===== src/rtl/ar_voice_allocator_pkg.sv =====
// ar_voice_allocator_pkg: FSM states, voice-choice codes and shared defaults
package ar_voice_allocator_pkg;
  localparam int NOTEBITS_DEF = 7;
  typedef enum logic [1:0] {ST_IDLE, ST_SCAN, ST_APPLY} state_t;
  typedef enum logic [1:0] {DEC_NONE, DEC_MATCH, DEC_FREE, DEC_STEAL} dec_t;
endpackage


===== src/rtl/ar_voice_slot.sv =====
// ar_voice_slot: one AR voice's gate, note, age and retrigger-gap state
//  do_assign  : take new_note, open gate at once (free voice)
//  do_retrig  : take new_note, hold gate low RETRIG_GAP clocks then open
//  do_release : close gate and cancel any pending gap
//  panic      : close gate, clear gap and age
//  gate/note/age : voice state; active = gate open or gap pending
module ar_voice_slot
  import ar_voice_allocator_pkg::*;
#(
  parameter int NOTEBITS   = NOTEBITS_DEF,
  parameter int AGEBITS    = 8,
  parameter int RETRIG_GAP = 2
) (
  input  logic                sample_clock,
  input  logic                reset_n,
  input  logic                do_assign,
  input  logic                do_retrig,
  input  logic                do_release,
  input  logic                panic,
  input  logic [NOTEBITS-1:0] new_note,
  output logic                gate,
  output logic                active,
  output logic [NOTEBITS-1:0] note,
  output logic [AGEBITS-1:0]  age
);
  localparam int GW = $clog2(RETRIG_GAP + 1);
  logic                gate_q, gate_d;
  logic [GW-1:0]       gap_q, gap_d;
  logic [AGEBITS-1:0]  age_q, age_d;
  logic [NOTEBITS-1:0] note_q, note_d;
  always_comb begin
    gate_d = gate_q | (gap_q == GW'(1));
    gap_d  = (gap_q != '0) ? gap_q - GW'(1) : gap_q;
    age_d  = (gate_q && age_q != '1) ? age_q + AGEBITS'(1) : age_q;
    note_d = note_q;
    if (panic) begin
      gate_d = 1'b0;
      gap_d  = '0;
      age_d  = '0;
    end else if (do_assign) begin
      note_d = new_note;
      gate_d = 1'b1;
      age_d  = '0;
    end else if (do_retrig) begin
      note_d = new_note;
      gate_d = 1'b0;
      gap_d  = GW'(RETRIG_GAP);
      age_d  = '0;
    end else if (do_release) begin
      gate_d = 1'b0;
      gap_d  = '0;
    end
  end
  always_ff @(posedge sample_clock or negedge reset_n) begin
    if (!reset_n) begin
      gate_q <= 1'b0;
      gap_q  <= '0;
      age_q  <= '0;
      note_q <= '0;
    end else begin
      gate_q <= gate_d;
      gap_q  <= gap_d;
      age_q  <= age_d;
      note_q <= note_d;
    end
  end
  assign gate   = gate_q;
  assign active = gate_q | (gap_q != '0);
  assign note   = note_q;
  assign age    = age_q;
endmodule


===== src/rtl/ar_voice_allocator.sv =====
// ar_voice_allocator: assigns note-on/off events to NVOICES AR voices (match, free or steal oldest)
//  evt_valid/evt_ready/evt_note_on/evt_note : event handshake
//  panic       : synchronous all-notes-off, discards in-flight event
//  gate        : per-voice gate
//  voice_note  : voice i at [i*NOTEBITS +: NOTEBITS]
//  steal_pulse : one clock when an active voice is taken over
module ar_voice_allocator
  import ar_voice_allocator_pkg::*;
#(
  parameter int NVOICES    = 4,
  parameter int NOTEBITS   = NOTEBITS_DEF,
  parameter int AGEBITS    = 8,
  parameter int RETRIG_GAP = 2
) (
  input  logic                        sample_clock,
  input  logic                        reset_n,
  input  logic                        evt_valid,
  output logic                        evt_ready,
  input  logic                        evt_note_on,
  input  logic [NOTEBITS-1:0]         evt_note,
  input  logic                        panic,
  output logic [NVOICES-1:0]          gate,
  output logic [NVOICES*NOTEBITS-1:0] voice_note,
  output logic                        steal_pulse
);
  localparam int IW = (NVOICES > 1) ? $clog2(NVOICES) : 1;
  state_t              state_q, state_d;
  dec_t                dec_q, dec_d;
  logic [IW-1:0]       idx_q, idx_d, sel_q, sel_d;
  logic [AGEBITS-1:0]  best_q, best_d;
  logic                on_q, on_d, steal_q, steal_d, rdy_q, rdy_d;
  logic [NOTEBITS-1:0] note_q, note_d;
  logic [NOTEBITS-1:0] notes [NVOICES];
  logic [AGEBITS-1:0]  ages [NVOICES];
  logic [NVOICES-1:0]  active;
  logic                act_i, eq_i, older, apply, open_slot;
  // rdy_q keeps evt_ready low until the first clock after reset release
  assign evt_ready   = rdy_q && state_q == ST_IDLE && !panic;
  assign apply       = state_q == ST_APPLY && !panic;
  assign act_i       = active[idx_q];
  assign eq_i        = notes[idx_q] == note_q;
  assign older       = dec_q == DEC_NONE || ages[idx_q] > best_q;
  // a FREE or MATCH already found outranks any steal candidate
  assign open_slot   = dec_q == DEC_NONE || dec_q == DEC_STEAL;
  assign steal_pulse = steal_q;
  always_comb begin
    state_d = state_q;
    idx_d   = idx_q;
    dec_d   = dec_q;
    sel_d   = sel_q;
    best_d  = best_q;
    on_d    = on_q;
    note_d  = note_q;
    rdy_d   = 1'b1;
    steal_d = apply && dec_q == DEC_STEAL;
    if (panic) begin
      state_d = ST_IDLE;
    end else if (state_q == ST_IDLE) begin
      if (evt_valid && evt_ready) begin
        state_d = ST_SCAN;
        idx_d   = '0;
        dec_d   = DEC_NONE;
        best_d  = '0;
        on_d    = evt_note_on;
        note_d  = evt_note;
      end
    end else if (state_q == ST_SCAN) begin
      idx_d   = idx_q + IW'(1);
      state_d = (idx_q == IW'(NVOICES - 1)) ? ST_APPLY : ST_SCAN;
      if (on_q) begin
        if (act_i && eq_i && dec_q != DEC_MATCH) begin
          dec_d = DEC_MATCH;
          sel_d = idx_q;
        end else if (!act_i && open_slot) begin
          dec_d = DEC_FREE;
          sel_d = idx_q;
        end else if (act_i && open_slot && older) begin
          dec_d  = DEC_STEAL;
          sel_d  = idx_q;
          best_d = ages[idx_q];
        end
      end else if (act_i && eq_i && dec_q == DEC_NONE) begin
        dec_d = DEC_MATCH;
        sel_d = idx_q;
      end
    end else begin
      state_d = ST_IDLE;
    end
  end
  always_ff @(posedge sample_clock or negedge reset_n) begin
    if (!reset_n) begin
      state_q <= ST_IDLE;
      idx_q   <= '0;
      dec_q   <= DEC_NONE;
      sel_q   <= '0;
      best_q  <= '0;
      on_q    <= 1'b0;
      note_q  <= '0;
      steal_q <= 1'b0;
      rdy_q   <= 1'b0;
    end else begin
      state_q <= state_d;
      idx_q   <= idx_d;
      dec_q   <= dec_d;
      sel_q   <= sel_d;
      best_q  <= best_d;
      on_q    <= on_d;
      note_q  <= note_d;
      steal_q <= steal_d;
      rdy_q   <= rdy_d;
    end
  end
  for (genvar v = 0; v < NVOICES; v++) begin : g_slot
    ar_voice_slot #(
      .NOTEBITS  (NOTEBITS),
      .AGEBITS   (AGEBITS),
      .RETRIG_GAP(RETRIG_GAP)
    ) u_slot (
      .sample_clock(sample_clock),
      .reset_n     (reset_n),
      .do_assign   (apply && sel_q == IW'(v) && dec_q == DEC_FREE),
      .do_retrig   (apply && sel_q == IW'(v) && (dec_q == DEC_STEAL || (dec_q == DEC_MATCH && on_q))),
      .do_release  (apply && sel_q == IW'(v) && dec_q == DEC_MATCH && !on_q),
      .panic       (panic),
      .new_note    (note_q),
      .gate        (gate[v]),
      .active      (active[v]),
      .note        (notes[v]),
      .age         (ages[v])
    );
    assign voice_note[v*NOTEBITS +: NOTEBITS] = notes[v];
  end
endmodule


===== config.mk =====
export PLATFORM = sky130hd
export DESIGN_NAME = ar_voice_allocator
export DESIGN_NICKNAME = d
export VERILOG_FILES = /design/src/rtl/ar_voice_allocator_pkg.sv /design/src/rtl/ar_voice_slot.sv /design/src/rtl/ar_voice_allocator.sv
export SDC_FILE = /design/constraint.sdc
export NUM_CORES = 1
export LEC_CHECK = 0
export ABC_AREA = 1
export CORE_MARGIN = 4
export CORE_UTILIZATION = 59
export CTS_BUF_LIST = sky130_fd_sc_hd__clkbuf_8
export CTS_CLUSTER_DIAMETER = 120
export CTS_CLUSTER_SIZE = 30
export DETAILED_ROUTE_END_ITERATION = 6
export PLACE_DENSITY = 0.91
export SETUP_SLACK_MARGIN = 0.1
export SYNTH_ARGS = -nofsm -noshare
export SYNTH_HDL_FRONTEND = slang
export SYNTH_HIERARCHICAL = 1
export SYNTH_SLANG_ARGS = --single-unit

===== constraint.sdc =====
create_clock -name sample_clock -period 2.73 [get_ports sample_clock]
set_input_delay 0.546 -clock sample_clock [delete_from_list [all_inputs] [get_ports sample_clock]]
set_output_delay 0.546 -clock sample_clock [all_outputs]
set_load 0.05 [all_outputs]

**After elaboration in Yosys (flattened, before gate mapping)**

Cells that the tools add are included.
W data, S select, Z words.

- Register bits after elaboration: 98
- Latch bits: 0
- RAM bits: 0
- ROM bits: 0
- Input bits: 12
- Word-level logic and storage cells: 239
- Memories kept: 0

- $add $sub $neg: 9
- Multiply operators: 0
- Div/mod/pow operators: 0
- Order comparisons: 3
- Equal/unequal tests: 25
- Shifts and indexed selects: 0
- Muxes and demuxes: 95
- Bitwise logic cells: 11
- Reduce and logical (&&, ||, !) cells: 71

Operators by type and width:

| kind | number |
|---|---|
| $mux W8 | 25 |
| $mux W2 | 40 |
| $mux W7 | 10 |
| $logic_and A1 B1 Y1 | 36 |
| $add A8 B1 Y8 const B | 4 |
| $ne A8 B8 Y1 const B | 4 |
| $reduce_bool A2 Y1 | 12 |
| $mux W1 | 17 |
| $bmux W8 S2 | 1 |
| $reduce_bool A4 Y1 | 4 |
| $bmux W7 S2 | 1 |
| $eq A2 B1 Y1 const B | 7 |
| $eq A2 B2 Y1 const B | 6 |
| $reduce_and A5 Y1 | 2 |
| $gt A8 B8 Y1 | 1 |
| $or A1 B1 Y1 | 8 |
| $reduce_and A2 Y1 | 4 |
| $sub A2 B1 Y2 const B | 4 |
| $eq A7 B7 Y1 | 1 |
| $reduce_and A7 Y1 | 1 |
| $logic_not A2 Y1 | 3 |
| $reduce_and A3 Y1 | 2 |
| $ne A5 B1 Y1 const B | 1 |
| $ne A2 B1 Y1 const B | 2 |
| other kinds (12) | 18 |

**Longest topological paths before layout**

- Word-level depth: 13
- Depth in mapped cells: 21

**Cells and area by module**

The synthesis kept the hierarchy.

By module, submodules not included:

| module | times used | cells an instance | area each (um2) |
|---|---|---|---|
| ar_voice_slot at g_slot[0].u_slot ... | 3 | 98 | 964.7 |
| ar_voice_allocator | 1 | 326 | 2130.8 |
| ar_voice_slot at g_slot[3].u_slot | 1 | 100 | 949.7 |

**Worst setup path after synthesis**

Ideal clock, no wire load.

- Path kind: flip-flop to flip-flop
- From: register idx_q[0]
- To: register best_q[0]
- Setup time: 66 ps
- Arrival: 2437 ps
- Data required time: 2664 ps
- Setup slack: 228 ps
- Stages on the path, launching flop included: 22
- Cells stage by stage: dfrtp_1 -> buf_6 -> inv_2 -> buf_4 -> clkbuf_1 -> nand2_1 -> a32oi_1 -> inv_1 -> ha_1 -> inv_1 -> a21oi_1 -> o21ai_0 -> nand2_1 -> nand2_1 -> nand2_1 -> nand2_1 -> nand2_1 -> nor2_2 -> nand2_4 -> nor2_8 -> nand2_1 -> nand2_1

- Cells in the longest elaborated chain, start to end: 10
- Elaborated cells on any way between the ends: 28
- Those cells by class: 1 x order compare; 3 x eq/ne; 14 x mux; 1 x bitwise; 9 x reduce/logical

Ends and longest elaborated chain:

| what | RTL line | RTL |
|---|---|---|
| start: declaration | ar_voice_allocator.sv:29 | `logic [IW-1:0] idx_q, idx_d, sel_q, sel_d;` |
| start signal: assignment | ar_voice_allocator.sv:103 | `idx_q <= idx_d;` |
| branches (longest 10 deep; another with $gt A8 B8 Y1) | - |  |
| end signal: assignment | ar_voice_allocator.sv:106 | `best_q <= best_d;` |
| end: declaration | ar_voice_allocator.sv:30 | `logic [AGEBITS-1:0] best_q, best_d;` |

Several ways; the timed one is not identified. The select of a mux whose other input is x is not followed.
A chain may end at the register's enable or synchronous reset.

**Final worst setup path**

- From: register idx_q[0]
- To: register best_q[7]

Same word-level chain as after synthesis.

==> results.sh <==
export IMPL_die_h_um=109
export IMPL_whs_ns=0.114
export IMPL_seqPwrFrac_pct=48.7
export IMPL_clkPwrFrac_pct=31.3
export IMPL_holdCritPathClass="in2async"
export IMPL_ant_nets=0
export IMPL_crit_path_frequent_cell="nand2_1"
export IMPL_ys_seq_area_share_pct=41.0
export IMPL_report_final_slew_viol_count=0
export IMPL_syn_nets=749
export IMPL_finalHoldViolCount=0
export IMPL_first_global_vias=5282
export IMPL_grt_use_total_pct=27.2
export IMPL_worstPathRequired_ns=3.06
export IMPL_crit_path_max_incr_delay_ns=0.45
export IMPL_switching_share_pct=31.5
export IMPL_rows=36
export IMPL_worstMarginPinSlew_ns=0.535
export IMPL_synth_seq_cells=98
export IMPL_async_flop_share_pct=100
export IMPL_ys_types=43
export IMPL_arrival_ns=2.92
export IMPL_tns_ns=0
export IMPL_yosysTopAreaCellShare_pct=41.0
export IMPL_grt_pass1_wl_mm=25.2
export IMPL_regArea_um2=2450
export IMPL_cp_slowest_cell="dfrtp_2"
export IMPL_grt_max_degree=40
export IMPL_multi_input_area_um2=3160
export IMPL_synth_top_flop_cell="dfrtp_1"
export IMPL_final_util_pct=70.2
export IMPL_min_period_over_period_pct=94.8
export IMPL_drt_initial_drc_count=382
export IMPL_place_gp_congestion=0.934
export IMPL_area_growth_pct=15.4
export IMPL_powerDensity_nw_per_um2=464
export IMPL_cp_max_fo=16
export IMPL_start_util_pct=60.8
export IMPL_status="finished clean"
export IMPL_synth_largest_area_cell="dfrtp_1"
export IMPL_worst_skew_pair_late_latency_ns=0.39
export IMPL_syn_area_um2=5970
export IMPL_dr_pass1_iters=7
export IMPL_grt_antenna_before_repair=0
export IMPL_worstSetupStartpointType="flop"
export IMPL_endpoint_kind="flop"
export IMPL_cts_tree="done"
export IMPL_io_pins=46
export IMPL_finalCriticalPeriod_ns=2.59
export IMPL_drt_drc_violations_left=0
export IMPL_syn_area_per_cell_um2=8.30
export IMPL_pwr_share_comb_pct=19.9
export IMPL_p_switching_uw=1010
export IMPL_cts_made_buffers=9
export IMPL_htree_levels=3
export IMPL_via_per_inst=5.82
export IMPL_synth_edf_count=0
export IMPL_rsz0062_at_grt="yes"
export IMPL_yosys_top_cells_area="dfrtp_1 (41%), nand2_1 (11%), nand3_1 (7.5%)"
export IMPL_fin_nets=811
export IMPL_cts_root_buf="clkbuf_8"
export IMPL_grt_ovfl_total=0
export IMPL_die_area_um2=11800
export IMPL_synthCells=720
export IMPL_slew_headroom_pct=64.2
export IMPL_final_cells=920
export IMPL_power_internal_uw=2190
export IMPL_static_leakage_power_uw=0.00333
export IMPL_fp_dieW_um=109
export IMPL_vdd_drop_max_v=0.000328
export IMPL_max_freq_ghz=0.386
export IMPL_crit_type="reg2reg"
export IMPL_yosysWarnings=6
export IMPL_fillers=751
export IMPL_path_clk_slew_ns=0.10
export IMPL_post_drt_wl_per_cell_um=16.7
export IMPL_placedCellCount=896
export IMPL_n_antenna_cell=0
export IMPL_drt_wl_total_mm=15.4
export IMPL_cp_cell_sequence="buf_4 > o21ai_0 > o22ai_1 > ha_1 > nand2_1 > nor2_2 > nand2_1 > nand2_1 > nand2_1 > nand2_1 > nand2_1 > nor2_2 > nand2_4 > nor2_8 > nand2_1 > nand2_1"
export IMPL_portBuffers=45
export IMPL_via_count=5354
export IMPL_hpwl_mm=10.8
export IMPL_drv_cap=0
export IMPL_setup_viol=0
export IMPL_numClockSinks=98
export IMPL_ctsHoldBuffers=0
export IMPL_cts_buffer_depth=2
export IMPL_core_area_um2=9820
export IMPL_fin_worst_skew_ns=0.0161
export IMPL_drive_gt1_share_pct=18.6
==> sequential cells by signal, summed over array words and instances (netlist names) <==
signal	flops
best_q	8
dec_q	2
g_slot.u_slot/age	32
g_slot.u_slot/gap_q	8
g_slot.u_slot/gate	4
g_slot.u_slot/note	28
idx_q	2
note_q	7
on_q	1
rdy_q	1
sel_q	2
state_q	2
steal_pulse	1
==> power groups by stage <==
stage | clock network [uW] | logic [uW] | registers, uW
floorplan | 0 | 406 | 1560
global route | 1080 | 698 | 1570
global placement | 0 | 547 | 1570
CTS | 1010 | 597 | 1560
finish | 1000 | 637 | 1560
detailed placement | 0 | 570 | 1580
==> cell type report <==
class,instances,share of cell area (%)
multi-input combinational,530,45.8
sequential,98,35.6
timing repair buffer,62,8.42
inverter,80,4.61
tap,133,2.41
clock buffer,11,2.20
clock inverter,5,0.871
timing repair inverter,1,0.0726
==> through the flow <==
stage	setup slack, ns	total power, uW	instance area [um2]
5_1_grt	-0.0391	3350	6890
6_report	0.142	3200	6890
2_1_floorplan	0.228	1970	5970
3_5_place_dp	0.0311	2150	6590
3_3_place_gp	0.209	2120	6590
4_1_cts	0.129	3160	6820
==> synth_stat cells, types with 2 or more instances <==
master / instances
nand2_1: 179
xor2_1: 4
buf_6: 2
nor4_1: 4
dfrtp_1: 98
inv_2: 12
nor2_1: 61
nor2_8: 5
mux2_2: 7
a21oi_1: 19
a21oi_2: 5
buf_4: 2
nand2_2: 9
a22oi_1: 4
xnor2_1: 3
nand3b_1: 3
inv_4: 4
o21ai_1: 3
mux2_4: 21
buf_2: 3
inv_1: 62
clkbuf_1: 5
o21ai_0: 23
ha_1: 17
nand2_4: 12
o22ai_1: 7
nand3_1: 89
nand4_1: 14
nor2_2: 12
nor2_4: 11
a211oi_1: 8
==> cell families after synthesis <==
family,Yosys count,share of synthesized area [%]
adder cells (fa/ha/maj),17,3.56
multiplexers,28,6.60
AND/OR/NAND/NOR,404,34.0
XOR/XNOR,7,1.03
other,1,0.0628
AO/OA/AOI/OAI,73,7.29
buffers and inverters,92,6.41
flip-flops,98,41.0
==> critical path: cells and delay by family, from the launching register on <==
kind                       cells  cell delay (ns)
DFF                            1             0.45
adders and majority gates      1             0.33
AOI/OAI and AO/OA              2             0.38
and+or+nand+nor               12             1.16
buffers and inverters          1             0.21
==> cell usage in the layout, fill, tap and decap left out, drive strengths merged, types with 4 or more instances in the layout <==
cell type      count
inv               81
a211oi             8
a22oi              4
dfrtp             98
clkdlybuf4s50     42
xor2               4
mux2              28
ha                17
nand2            201
nand3             90
nor2              89
o22ai              7
nor4               4
nand4             14
a21oi             24
o21ai             27
buf               20
clkbuf            11
==> path summary, 6_finish.rpt <==
| kind | slack [ns] | endpoint | cells past startpoint | from |
|---|---|---|---|---|
| hold / removal | 0.11 | g_slot[0].u_slot/age[7]$_DFFE_PN0P_ | 1 | reset_n |
| max in group asynchronous | 1.90 | best_q[3]$_DFFE_PN0P_ | 2 | reset_n |
| setup / recovery | 0.14 | best_q[7]$_DFFE_PN0P_ | 16 | idx_q[0]$_DFFE_PN0P_ |
| hold reg to reg | 0.50 | g_slot[0].u_slot/gap_q[0]$_DFF_PN0_ | 1 | g_slot[0].u_slot/gap_q[0]$_DFF_PN0_ |
| min in group sample_clock | 0.50 | g_slot[0].u_slot/gap_q[0]$_DFF_PN0_ | 1 | g_slot[0].u_slot/gap_q[0]$_DFF_PN0_ |
| setup reg to reg | 0.14 | best_q[7]$_DFFE_PN0P_ | 16 | idx_q[0]$_DFFE_PN0P_ |
==> per-layer routing <==
layer  GRT usage [%]  vias up  share of wire [%]
met4            11.3        0                2.8
met5               0        -                  0
met2            47.0      283                 51
met3            4.62       51                7.3
met1            33.9     2532                 39
li1                -     2488                  -
==> repair_timing <==
action / CTS / global route
hold endpoints to repair: 0 / 0
gates resized for setup: 3 / 17
pin swaps: 0 / 3
setup buffers: 2 / 5
gates cloned: 0 / 1
endpoints found under the setup margin: 9 / 12
No activity file was read; power rests on OpenSTA's default activity.
